## src/rtl/hazard_ctrl_mc.sv

```systemverilog
// Pipeline hazard controller for the 5-stage MIPS core.
// Detects load-use and branch-in-ID operand hazards, freezes the pipe on
// data-memory waits, and flags memory timeouts.
// Optional macro HAZARD_PERF_CNT_EN builds the stall/wait performance counters;
// without it stall_cycles and wait_cycles are tied to zero.
module hazard_ctrl_mc #(
    parameter int unsigned REG_AW      = 5,
    parameter int unsigned LOAD_STALL  = 1,
    parameter int unsigned IGNORE_ZERO = 1,
    parameter int unsigned MEM_TIMEOUT = 255
) (
    input  logic              clk,
    input  logic              rst_n,
    input  logic              id_ex_mem_read,
    input  logic              id_ex_reg_write,
    input  logic [REG_AW-1:0] id_ex_rd,
    input  logic              ex_mem_mem_read,
    input  logic [REG_AW-1:0] ex_mem_rd,
    input  logic [REG_AW-1:0] if_id_rs,
    input  logic [REG_AW-1:0] if_id_rt,
    input  logic              if_id_uses_rt,
    input  logic              if_id_branch,
    input  logic              mem_req,
    input  logic              mem_ready,
    output logic              pc_write,
    output logic              if_id_write,
    output logic              id_ex_write,
    output logic              ex_mem_write,
    output logic              id_ex_bubble,
    output logic              mem_wb_bubble,
    output logic              mem_timeout,
    output logic [31:0]       stall_cycles,
    output logic [31:0]       wait_cycles
);

    localparam int unsigned CNT_W  = 4;
    localparam int unsigned WCNT_W = $clog2(MEM_TIMEOUT + 1);
    localparam logic [CNT_W-1:0]  HOLD_INIT = CNT_W'(LOAD_STALL - 1);
    localparam logic [WCNT_W-1:0] WCNT_MAX  = WCNT_W'(MEM_TIMEOUT);

    typedef enum logic [1:0] {
        ST_RUN  = 2'd0,
        ST_HOLD = 2'd1,
        ST_WAIT = 2'd2
    } state_e;

    state_e              state_q, state_d;
    logic                ret_hold_q, ret_hold_d;
    logic [CNT_W-1:0]    cnt_q, cnt_d;
    logic [WCNT_W-1:0]   wcnt_q, wcnt_d;
    logic                timeout_q, timeout_d;

    logic ex_hit, mem_hit, lu_hzd, br_hzd, mw;
    logic stall, freeze, stall_ev;
    state_e eff_state;

    // Register-address compare; address zero optionally never matches.
    function automatic logic match(input logic [REG_AW-1:0] a, input logic [REG_AW-1:0] b);
        return (a == b) && !((IGNORE_ZERO != 0) && (a == '0));
    endfunction

    // Hazard terms against the ID-stage operands.
    assign ex_hit  = match(id_ex_rd, if_id_rs)  || (if_id_uses_rt && match(id_ex_rd, if_id_rt));
    assign mem_hit = match(ex_mem_rd, if_id_rs) || (if_id_uses_rt && match(ex_mem_rd, if_id_rt));
    assign lu_hzd  = id_ex_mem_read && ex_hit;
    assign br_hzd  = if_id_branch && ((id_ex_reg_write && ex_hit) || (ex_mem_mem_read && mem_hit));
    assign mw      = mem_req && !mem_ready;

    // State register and wait/hold bookkeeping.
    always_ff @(posedge clk) begin
        if (!rst_n) begin
            state_q    <= ST_RUN;
            ret_hold_q <= 1'b0;
            cnt_q      <= '0;
            wcnt_q     <= '0;
            timeout_q  <= 1'b0;
        end else begin
            state_q    <= state_d;
            ret_hold_q <= ret_hold_d;
            cnt_q      <= cnt_d;
            wcnt_q     <= wcnt_d;
            timeout_q  <= timeout_d;
        end
    end

    // Next state; the cycle a wait ends behaves as the state it returns to.
    always_comb begin
        state_d    = state_q;
        ret_hold_d = ret_hold_q;
        cnt_d      = cnt_q;
        wcnt_d     = wcnt_q;
        timeout_d  = timeout_q;
        stall      = 1'b0;
        freeze     = 1'b0;
        eff_state  = state_q;
        if (state_q == ST_WAIT) begin
            eff_state = ret_hold_q ? ST_HOLD : ST_RUN;
        end

        if (mw) begin
            freeze  = 1'b1;
            state_d = ST_WAIT;
            if (state_q != ST_WAIT) begin
                ret_hold_d = (state_q == ST_HOLD);
            end
            if (wcnt_q != WCNT_MAX) begin
                wcnt_d = WCNT_W'(wcnt_q + 1'b1);
            end
            if (wcnt_d == WCNT_MAX) begin
                timeout_d = 1'b1;
            end
        end else begin
            wcnt_d = '0;
            case (eff_state)
                ST_HOLD: begin
                    stall = 1'b1;
                    if (cnt_q <= CNT_W'(1)) begin
                        state_d = ST_RUN;
                    end else begin
                        state_d = ST_HOLD;
                        cnt_d   = CNT_W'(cnt_q - 1'b1);
                    end
                end
                default: begin
                    stall   = lu_hzd || br_hzd;
                    state_d = ST_RUN;
                    if (lu_hzd && (LOAD_STALL > 1)) begin
                        state_d = ST_HOLD;
                        cnt_d   = HOLD_INIT;
                    end
                end
            endcase
        end
    end

    // Pipeline-register controls; reset forces the pass-through pattern.
    always_comb begin
        pc_write      = 1'b1;
        if_id_write   = 1'b1;
        id_ex_write   = 1'b1;
        ex_mem_write  = 1'b1;
        id_ex_bubble  = 1'b0;
        mem_wb_bubble = 1'b0;
        if (rst_n) begin
            if (freeze) begin
                pc_write      = 1'b0;
                if_id_write   = 1'b0;
                id_ex_write   = 1'b0;
                ex_mem_write  = 1'b0;
                mem_wb_bubble = 1'b1;
            end else if (stall) begin
                pc_write     = 1'b0;
                if_id_write  = 1'b0;
                id_ex_bubble = 1'b1;
            end
        end
    end

    assign mem_timeout = timeout_q;
    assign stall_ev    = stall && !mw;

`ifdef HAZARD_PERF_CNT_EN
    logic [31:0] stall_cnt_q, stall_cnt_d;
    logic [31:0] wait_cnt_q, wait_cnt_d;

    assign stall_cnt_d = stall_ev ? 32'(stall_cnt_q + 32'd1) : stall_cnt_q;
    assign wait_cnt_d  = mw       ? 32'(wait_cnt_q + 32'd1)  : wait_cnt_q;

    // Free-running performance counters, wrapping modulo 2^32.
    always_ff @(posedge clk) begin
        if (!rst_n) begin
            stall_cnt_q <= '0;
            wait_cnt_q  <= '0;
        end else begin
            stall_cnt_q <= stall_cnt_d;
            wait_cnt_q  <= wait_cnt_d;
        end
    end

    assign stall_cycles = stall_cnt_q;
    assign wait_cycles  = wait_cnt_q;
`else
    logic unused_perf;
    assign unused_perf  = stall_ev;
    assign stall_cycles = '0;
    assign wait_cycles  = '0;
`endif

endmodule

```

## config.mk

```make
export PLATFORM = sky130hd
export DESIGN_NAME = hazard_ctrl_mc
export DESIGN_NICKNAME = d
export VERILOG_FILES = /design/src/rtl/hazard_ctrl_mc.sv
export SDC_FILE = /design/constraint.sdc
export NUM_CORES = 1
export LEC_CHECK = 0
export BUFFER_PORTS_ARGS = -buffer_cell sky130_fd_sc_hd__buf_2
export CORE_ASPECT_RATIO = 0.8
export CORE_MARGIN = 5
export CORE_UTILIZATION = 43
export DETAILED_ROUTE_END_ITERATION = 10
export MAX_ROUTING_LAYER = met4
export PLACE_DENSITY = 0.89
export SYNTH_ARGS = -nofsm -noshare
export SYNTH_HDL_FRONTEND = slang
export SYNTH_SLANG_ARGS = --single-unit
```

## constraint.sdc

```tcl
create_clock -name clk -period 2 [get_ports clk]
set_input_delay 0.4 -clock clk [delete_from_list [all_inputs] [get_ports clk]]
set_output_delay 0.4 -clock clk [all_outputs]
set_load 0.02 [all_outputs]
```

==> results, run 1 <==
- The flow ran to the end, but the final reports show violations.
- The final reports fail on setup timing.
- STA classifies the critical path startpoint as an input port.
- The clock latency reported for the late side of the worst-skew pair is 0.25 ns.
- The clock period minus worst slack is 2.06 ns.
- The source of the critical timing path is if_id_rt[3].
- The critical path is of the input port to output pin type.
- The net switching share of the total power is 33.9%.
- After clock tree synthesis, the clock-pin slew on the worst setup and hold paths is 0.06 ns.
- The CTS buffer count is 3.
- Of all flip-flops after synthesis, the portion carrying an async set or reset was 0%.
- The startpoint identified for the worst hold timing path is rst_n.
- The nature of the critical path endpoint is an output pin.
- After detailed placement, the total cell area comes to 0.00166 sq mm.
- Counting instances in the post-synthesis netlist gives the leading cell types as sky130_fd_sc_hd__buf_4 (66), sky130_fd_sc_hd__dfxtp_1 (16), sky130_fd_sc_hd__xnor2_1 (15).
- The final count of hold timing violations is 0.
- From bottom edge to top edge, the die measures 64.7 um.
- The setup clock skew after layout is 0.00278 ns.
- Counting the fill cells in the layout gives 344.
- The post-place setup slack is -0.186 ns.
- At the end of routability-driven placement, the weighted congestion stood at 0.857.
- The overall fraction of global-route tracks in use is 11.8%.
- The first global-routing pass estimated 4710 um of wire.
- Using the TritonRoute via totals, the vias-per-cell ratio works out to 4.47.
- The setup TNS is -0.161 ns.
- The synthesized netlist devotes 13.4% of its cell area to compound gates.
- The post-route core utilization is 50.1%.
- The floorplan has 19 rows.
- The maximum clock frequency is 485 MHz.
- In this run, the number of DRC markers left after iteration 0 of detailed routing was 24.
- Of the cells placed in the final design, the portion with a size suffix greater than 1 is 27.2%.
- Across all setup checks in the final design, the least slack found is -0.0615 ns.
- The detailed-route wire length per cell is 11.5 um.
- The cell count after synthesis is 193.
- The buffer levels on the longest clock path is 2.
- The total power consumption of the routed design is 0.869 mW.
- The floorplan die area is 0.00507 sq mm.
- The synthesized netlist devotes 18.5% of its cell area to simple gates.
- Compared with the post-synthesis result, the final layout area differs by 9.66%.
- The x dimension of the die is 78.3 um.
- The clock network burns 33.2% of the power.
- The final setup violation count is 3.
- The clock root buffer master is sky130_fd_sc_hd__clkbuf_8.
- In this run the worst hold path is classified as input port to flop.
- By instance count, the leading cell after synthesis is sky130_fd_sc_hd__buf_4.
- For this run the aggregate overflow at the end of global routing stands at 0.
- The analysis attributes to net switching a power of 0.295 mW.
- The quantity of hold-fixing buffers added after cts is 0.
- After synthesis, the mean cell area works out to 8.32 sq um.
- The finished cells cover 0.00176 sq mm.
- Of all nets on the critical path, the largest fanout is 2.
- The synthesized-area fraction occupied by xor and xnor cells is 13.6%.
- The final-stage net count is 272.
- In this run, synthesis inferred 0 flip-flops with an integrated enable.
- For this run, design rule violations remaining after detail routing come to 0.
- Across the run, the number of max-cap violations was 0.
- The prevailing post-synth register cell is sky130_fd_sc_hd__dfxtp_1.
- The launch instance of the worst register-to-register path is wcnt_q[0]$_SDFF_PN0_.
- Setup repair after global routing could not meet its margin everywhere.
- The routed wire length is 3230 um.
- The number of global-route vias before repair came to 1134.
- The proportion of synthesized area in mux cells is 0%.
- Final hold analysis gives a worst-case slack of 0.452 ns.
- The arrival time of the worst setup path is 1.66 ns.
- The initial antenna violation count was 0.
- In this run, synthesis produced a sequential element count of 16.
- The worst-case IR drop observed on VDD is 0.000488 V.
- The portion of synthesized cell area occupied by the leading cell type is 30.8%.
- The detailed placer's ending HPWL is 2620 um.
- The final antenna-violating net count is 0.
- The leakage power figure is 0.864 nW.
- The initial utilization of the core area, before any placement, comes to 45.7%.
- The area of the core is 0.00352 sq mm.
- The count of pins over their slew limit was 0.
- Entering global routing, the biggest net connects 11 pins.
- Post-CTS timing repair inserted 0 buffers for setup.
- Once placement completed, the tool counted placed cells totaling 277.
- After synthesis, the largest family of logic cells by area is buffers and inverters.
- 100 I/O pins were placed.
- The count of inserted antenna diode cells is 0.
- After synthesis, the netlist uses 46 different library cells.
- In this run the number of H-tree levels came out at 1.
- The combinational share of power is 29.6%.
- Summing every instance area after synthesis gives 0.00161 sq mm.
- The share of synthesized area occupied by flip-flops and latches is 19.9%.
- The worst path uses 103% of the clock period.
- Of the total synthesized cell area, the portion taken by full adders, half adders and majority gates is 2.34%.
- The number of warnings reported in the yosys synthesis log is 0.
- For this run, the detailed router's first-pass iteration total came to 4.
- The internal portion of the total power is 0.574 mW.
- Power spread over the standard cell area amounts to 493 mW/mm^2.
- The relative contribution of sequential cells to total power is 37.2%.
- The number of sinks handled by clock tree synthesis is 16.
- Sorting the synthesized cells by area gives the leading types as sky130_fd_sc_hd__buf_4 (31%), sky130_fd_sc_hd__dfxtp_1 (20%), sky130_fd_sc_hd__xnor2_1 (8.2%).
- The via total after detailed routing is 1255.
- TritonCTS built the clock tree.
- The count of buffers inserted at the top-level ports is 35.
- Data on the critical path is required at its endpoint by 1.60 ns.
- sky130_fd_sc_hd__buf_4 takes more of the synthesized area than any other cell.
- Excluding fillers, the count of instances in the completed layout stands at 281.
## power groups by stage
stage	combinational, mW	clock, mW	sequential (mW)
final	0.257	0.288	0.323
after global routing	0.279	0.313	0.323
after detailed placement	0.239	0	0.330
after floorplan	0.265	0	0.329
after global placement	0.236	0	0.330
after CTS	0.249	0.301	0.323
## cell families after synthesis
family          count (synthesis)
fa+ha+maj                       3
simple gates                   51
xor+xnor                       25
other cells                     1
flops                          16
buf+inv                        71
compound gates                 26
## registers in the layout, indices dropped and copies added (netlist names)
signal	count
cnt_q	4
wcnt_q	8
mem_timeout	1
ret_hold_q	1
state_q	2
## path summary, 6_finish.rpt
path / slack, ns / endpoint / depth (start not counted)
hold reg to reg: 0.48 / mem_timeout$_SDFFE_PN0P_ / 1
setup / recovery: -0.06 / id_ex_bubble / 7
setup reg to reg: 0.14 / mem_timeout$_SDFFE_PN0P_ / 6
hold / removal: 0.45 / ret_hold_q$_SDFFE_PN0P_ / 2
## layout by cell type, fill, tap and decap left out, types with 2 or more instances in the layout
| master | netlist | routed |
|---|---|---|
| sky130_fd_sc_hd__a21oi_1 | 2 | 2 |
| sky130_fd_sc_hd__a31oi_1 | 4 | 4 |
| sky130_fd_sc_hd__nand3_1 | 7 | 7 |
| sky130_fd_sc_hd__buf_4 | 66 | 12 |
| sky130_fd_sc_hd__and4_4 | 1 | 2 |
| sky130_fd_sc_hd__clkbuf_8 | 0 | 4 |
| sky130_fd_sc_hd__inv_1 | 3 | 3 |
| sky130_fd_sc_hd__conb_1 | 1 | 64 |
| sky130_fd_sc_hd__xnor2_1 | 15 | 15 |
| sky130_fd_sc_hd__nand2b_1 | 2 | 2 |
| sky130_fd_sc_hd__xor2_1 | 10 | 10 |
| sky130_fd_sc_hd__a32oi_1 | 2 | 2 |
| sky130_fd_sc_hd__buf_2 | 0 | 30 |
| sky130_fd_sc_hd__nor3_1 | 4 | 4 |
| sky130_fd_sc_hd__ha_1 | 3 | 3 |
| sky130_fd_sc_hd__dfxtp_1 | 16 | 16 |
| sky130_fd_sc_hd__nand2_1 | 9 | 9 |
| sky130_fd_sc_hd__o21ai_0 | 4 | 4 |
| sky130_fd_sc_hd__buf_6 | 0 | 4 |
| sky130_fd_sc_hd__and2_1 | 5 | 5 |
| sky130_fd_sc_hd__nor2_1 | 8 | 8 |
| sky130_fd_sc_hd__nand4_1 | 2 | 2 |
## timing repair
action | in CTS | in global routing
endpoints found under the setup margin | 3 | 3
gates resized for setup | 9 | 3
endpoints found under the hold margin | 0 | 0
pin swaps | 6 | 3
## critical path, cell delays in order
cell,delay [ns]
sky130_fd_sc_hd__buf_2,0.11
sky130_fd_sc_hd__xor2_1,0.16
sky130_fd_sc_hd__nor4_2,0.27
sky130_fd_sc_hd__a32oi_1,0.13
sky130_fd_sc_hd__a211o_1,0.26
sky130_fd_sc_hd__a31oi_1,0.15
sky130_fd_sc_hd__buf_4,0.17
## metal layers
layer  global-route usage (%)  vias to the layer above  share of wire, %
li1                         -                      622                 -
met3                     4.57                        4                10
met5                        -                        -                 0
met2                     19.8                       57                50
met4                     3.28                        0              0.77
met1                     13.3                      572                39
## area by class of cell
class	count	area (sq um)	area share, %
inverter	4	15.0	0.852
clock buffer	4	55.1	3.12
timing repair buffer	46	285	16.2
multi-input combinational	169	1030	58.7
tap	42	52.6	2.98
sequential	16	320	18.2
No activity file was read; power rests on OpenSTA's default activity.
==> inputs of run 2 (changes only) <==
--- a/config.mk
+++ b/config.mk
@@ -9,6 +9,7 @@
 export CORE_ASPECT_RATIO = 0.8
 export CORE_MARGIN = 5
 export CORE_UTILIZATION = 43
+export CTS_BUF_LIST = sky130_fd_sc_hd__clkbuf_16
 export DETAILED_ROUTE_END_ITERATION = 10
 export MAX_ROUTING_LAYER = met4
 export PLACE_DENSITY = 0.89
==> results, run 2 (synthesized netlist as in run 1, its figures left out) <==
- The final reports fail on setup timing.
- Along the worst path, the maximum fanout reaches 2.
- The maximum clock frequency is 485 MHz.
- The total power consumption of the routed design is 0.971 mW.
- The final-stage net count is 272.
- The detailed placer's ending HPWL is 2620 um.
- The capture endpoint of the worst hold path is ret_hold_q$_SDFFE_PN0P_.
- The final antenna-violating net count is 0.
- The height of the die is 64.7 um.
- The final setup violation count is 3.
- The weighted congestion at the end of routability-driven global placement is 0.857.
- The count of cells along the worst hold path is 2.
- The worst endpoint required time is 1.60 ns.
- The initial cell density of the core is 45.7%.
- The largest registers in the layout are wcnt_q (8), cnt_q (4), state_q (2).
- TritonCTS built the clock tree.
- The final count of hold timing violations was 0.
- The number of H-tree levels is 1.
- The leakage power figure is 0.874 nW.
- For this design, the CTS-stage hold fixing added 0 buffers.
- Timing analysis after detailed placement gives a worst setup slack of -0.186 ns.
- The worst path uses 103% of the clock period.
- The critical path in this run is classified as input port to output pin.
- The relative area change from synthesis to final layout is 11.1%.
- In the post-route analysis, the smallest setup slack over all paths is -0.0615 ns.
- Dividing the detail-routed via count by the number of cells gives 4.45.
- Of the total power, the clock network draws 40.2%.
- Sequential cells account for 33.3% of the total power.
- The most common cell after layout, fill and taps aside is sky130_fd_sc_hd__conb_1.
- The overall fraction of global-route tracks in use is 11.9%.
- The floorplan has 19 rows.
- The power per unit of standard cell area is 544 mW/mm^2.
- The first-iteration detailed-routing DRC count is 45.
- Pin placement for this block handled 100 I/O pins.
- The total overflow left after global routing is 0.
- Clock tree synthesis found a total of 16 sinks.
- The flow ran to the end, but the final reports show violations.
- In the final routed layout, each cell accounts on average for 11.5 um.
- The count of buffers added on input and output ports is 35.
- The type of the most critical hold path is input port to flop.
- The initial antenna violation count is 0.
- The floorplan step set the die width to 78.3 um.
- The nature of the critical path startpoint is an input port.
- Setup repair after global routing could not meet its margin everywhere.
- The number of global-route vias before repair is 1140.
- CTS placed an instance of sky130_fd_sc_hd__clkbuf_16 at the clock tree root.
- The register with the most flip-flops in the layout has 8 of them.
- The switching power is 0.306 mW.
- The setup TNS is -0.161 ns.
- Measured in cells, the most critical reg-to-reg path has a length of 6.
- The clock period minus worst slack is 2.06 ns.
- Summed over all layers, the routed wires come to 3220 um.
- VDD sags by at most 0.000377 V.
- TritonCTS created 3 clock buffers.
- The post-detailed-route DRC marker count is 0.
- The post-CTS repair timing setup buffer count is 0.
- The destination of the worst register-to-register timing path is mem_timeout$_SDFFE_PN0P_.
- The buffer levels on the longest clock path is 2.
- The worst setup path is captured at an output pin.
- The count of inserted antenna diode cells is 0.
- The setup clock skew after layout is 0.00195 ns.
- The floorplan step defined a die boundary enclosing 0.00507 sq mm.
- The internal portion of the total power is 0.665 mW.
- The clock reaches the later pin of the worst-skew pair after 0.25 ns.
- Clock-pin slew was measured on the worst setup and hold paths at 0.05 ns.
- The start point of the worst hold path is rst_n.
- The reported max-cap violation count is 0.
- The launch instance of the worst register-to-register path is wcnt_q[0]$_SDFF_PN0_.
- The arrival time of the worst setup path is 1.66 ns.
- The most flop-heavy register is wcnt_q.
- The combinational share of power is 26.5%.
- The net switching share of the total power is 31.5%.
- After floorplanning, the core was sized to cover 0.00352 sq mm.
- The total iterations of the first detailed-routing run is 4.
- The library cells used most frequently in the layout, excluding fill and tap cells, are sky130_fd_sc_hd__conb_1 (64), sky130_fd_sc_hd__buf_2 (30), sky130_fd_sc_hd__dfxtp_1 (16), sky130_fd_sc_hd__xnor2_1 (15), sky130_fd_sc_hd__buf_4 (12).
- The global-route wire length before repair is 4730 um.
- The register-to-register path setup slack is 0.15 ns.
- The count of pins over their slew limit was 0.
- The routed layout has 1251 vias.
- The pin count of the biggest net entering global routing is 11.
- The share of post-route cells with drive strength above 1 is 26.8%.
==> run 2: cell count changes in the layout (fill, tap and decap cells not counted) <==
cell                        change
sky130_fd_sc_hd__clkinv_1       +1
sky130_fd_sc_hd__clkbuf_8       -4
sky130_fd_sc_hd__clkbuf_16      +3
==> run 2: per-layer routing <==
metal | routed length (um) | up-vias | track usage (%)
li1 | - | 623 | -
met1 | 1260 | 571 | 13.4
met2 | 1620 | 53 | 19.9
met3 | 316 | 4 | 4.57
met4 | 22 | 0 | 3.28
met5 | 0 | - | -
==> run 2: power groups by stage <==
stage	clock network [mW]	logic (mW)	registers, mW
6_report	0.390	0.258	0.324
2_1_floorplan	0	0.265	0.329
5_1_grt	0.420	0.279	0.323
3_5_place_dp	0	0.239	0.330
4_1_cts	0.402	0.249	0.323
3_3_place_gp	0	0.236	0.330
==> run 2: final cells by class <==
cell class	count	area (sq um)
fillers	339	1730
flip-flops and latches	16	320
clock inverters	1	3.75
repair buffers	46	285
well taps	42	52.6
multi-input cells	169	1030
clock buffers	3	75.1
inverters	4	15.0
==> run 2: worst max path at each step <==
stage | startpoint | end | slack, ns | cells past startpoint
final | if_id_rt[3] | id_ex_bubble | -0.06 | 7
after global routing | ex_mem_rd[1] | id_ex_bubble | -0.12 | 7
after CTS | ex_mem_rd[1] | pc_write | -0.08 | 7
after detailed placement | if_id_rt[3] | pc_write | -0.19 | 7
after global placement | if_id_rt[3] | pc_write | -0.15 | 7
after floorplan | id_ex_rd[1] | pc_write | 0.009 | 4
==> run 2: per-stage QoR <==
stage	area (sq um)	util, %	cells	hold WS (ns)
floorplan	1840	-	256	0.491
global placement	1660	47.0	277	0.459
detailed placement	1660	47.0	277	0.461
CTS	1770	50.3	281	0.448
global route	1790	50.7	281	0.476
finish	1790	50.7	281	0.459
==> run 2: critical path, cell delays in order <==
cell,delay [ns]
sky130_fd_sc_hd__buf_2,0.11
sky130_fd_sc_hd__xor2_1,0.16
sky130_fd_sc_hd__nor4_2,0.27
sky130_fd_sc_hd__a32oi_1,0.13
sky130_fd_sc_hd__a211o_1,0.26
sky130_fd_sc_hd__a31oi_1,0.15
sky130_fd_sc_hd__buf_4,0.17
==> run 2: what timing repair did <==
| action | 4_1_cts | 5_1_grt |
|---|---|---|
| setup endpoints to repair | 3 | 3 |
| resized for setup | 9 | 3 |
| pin swaps | 6 | 3 |
| cloned | 0 | 0 |
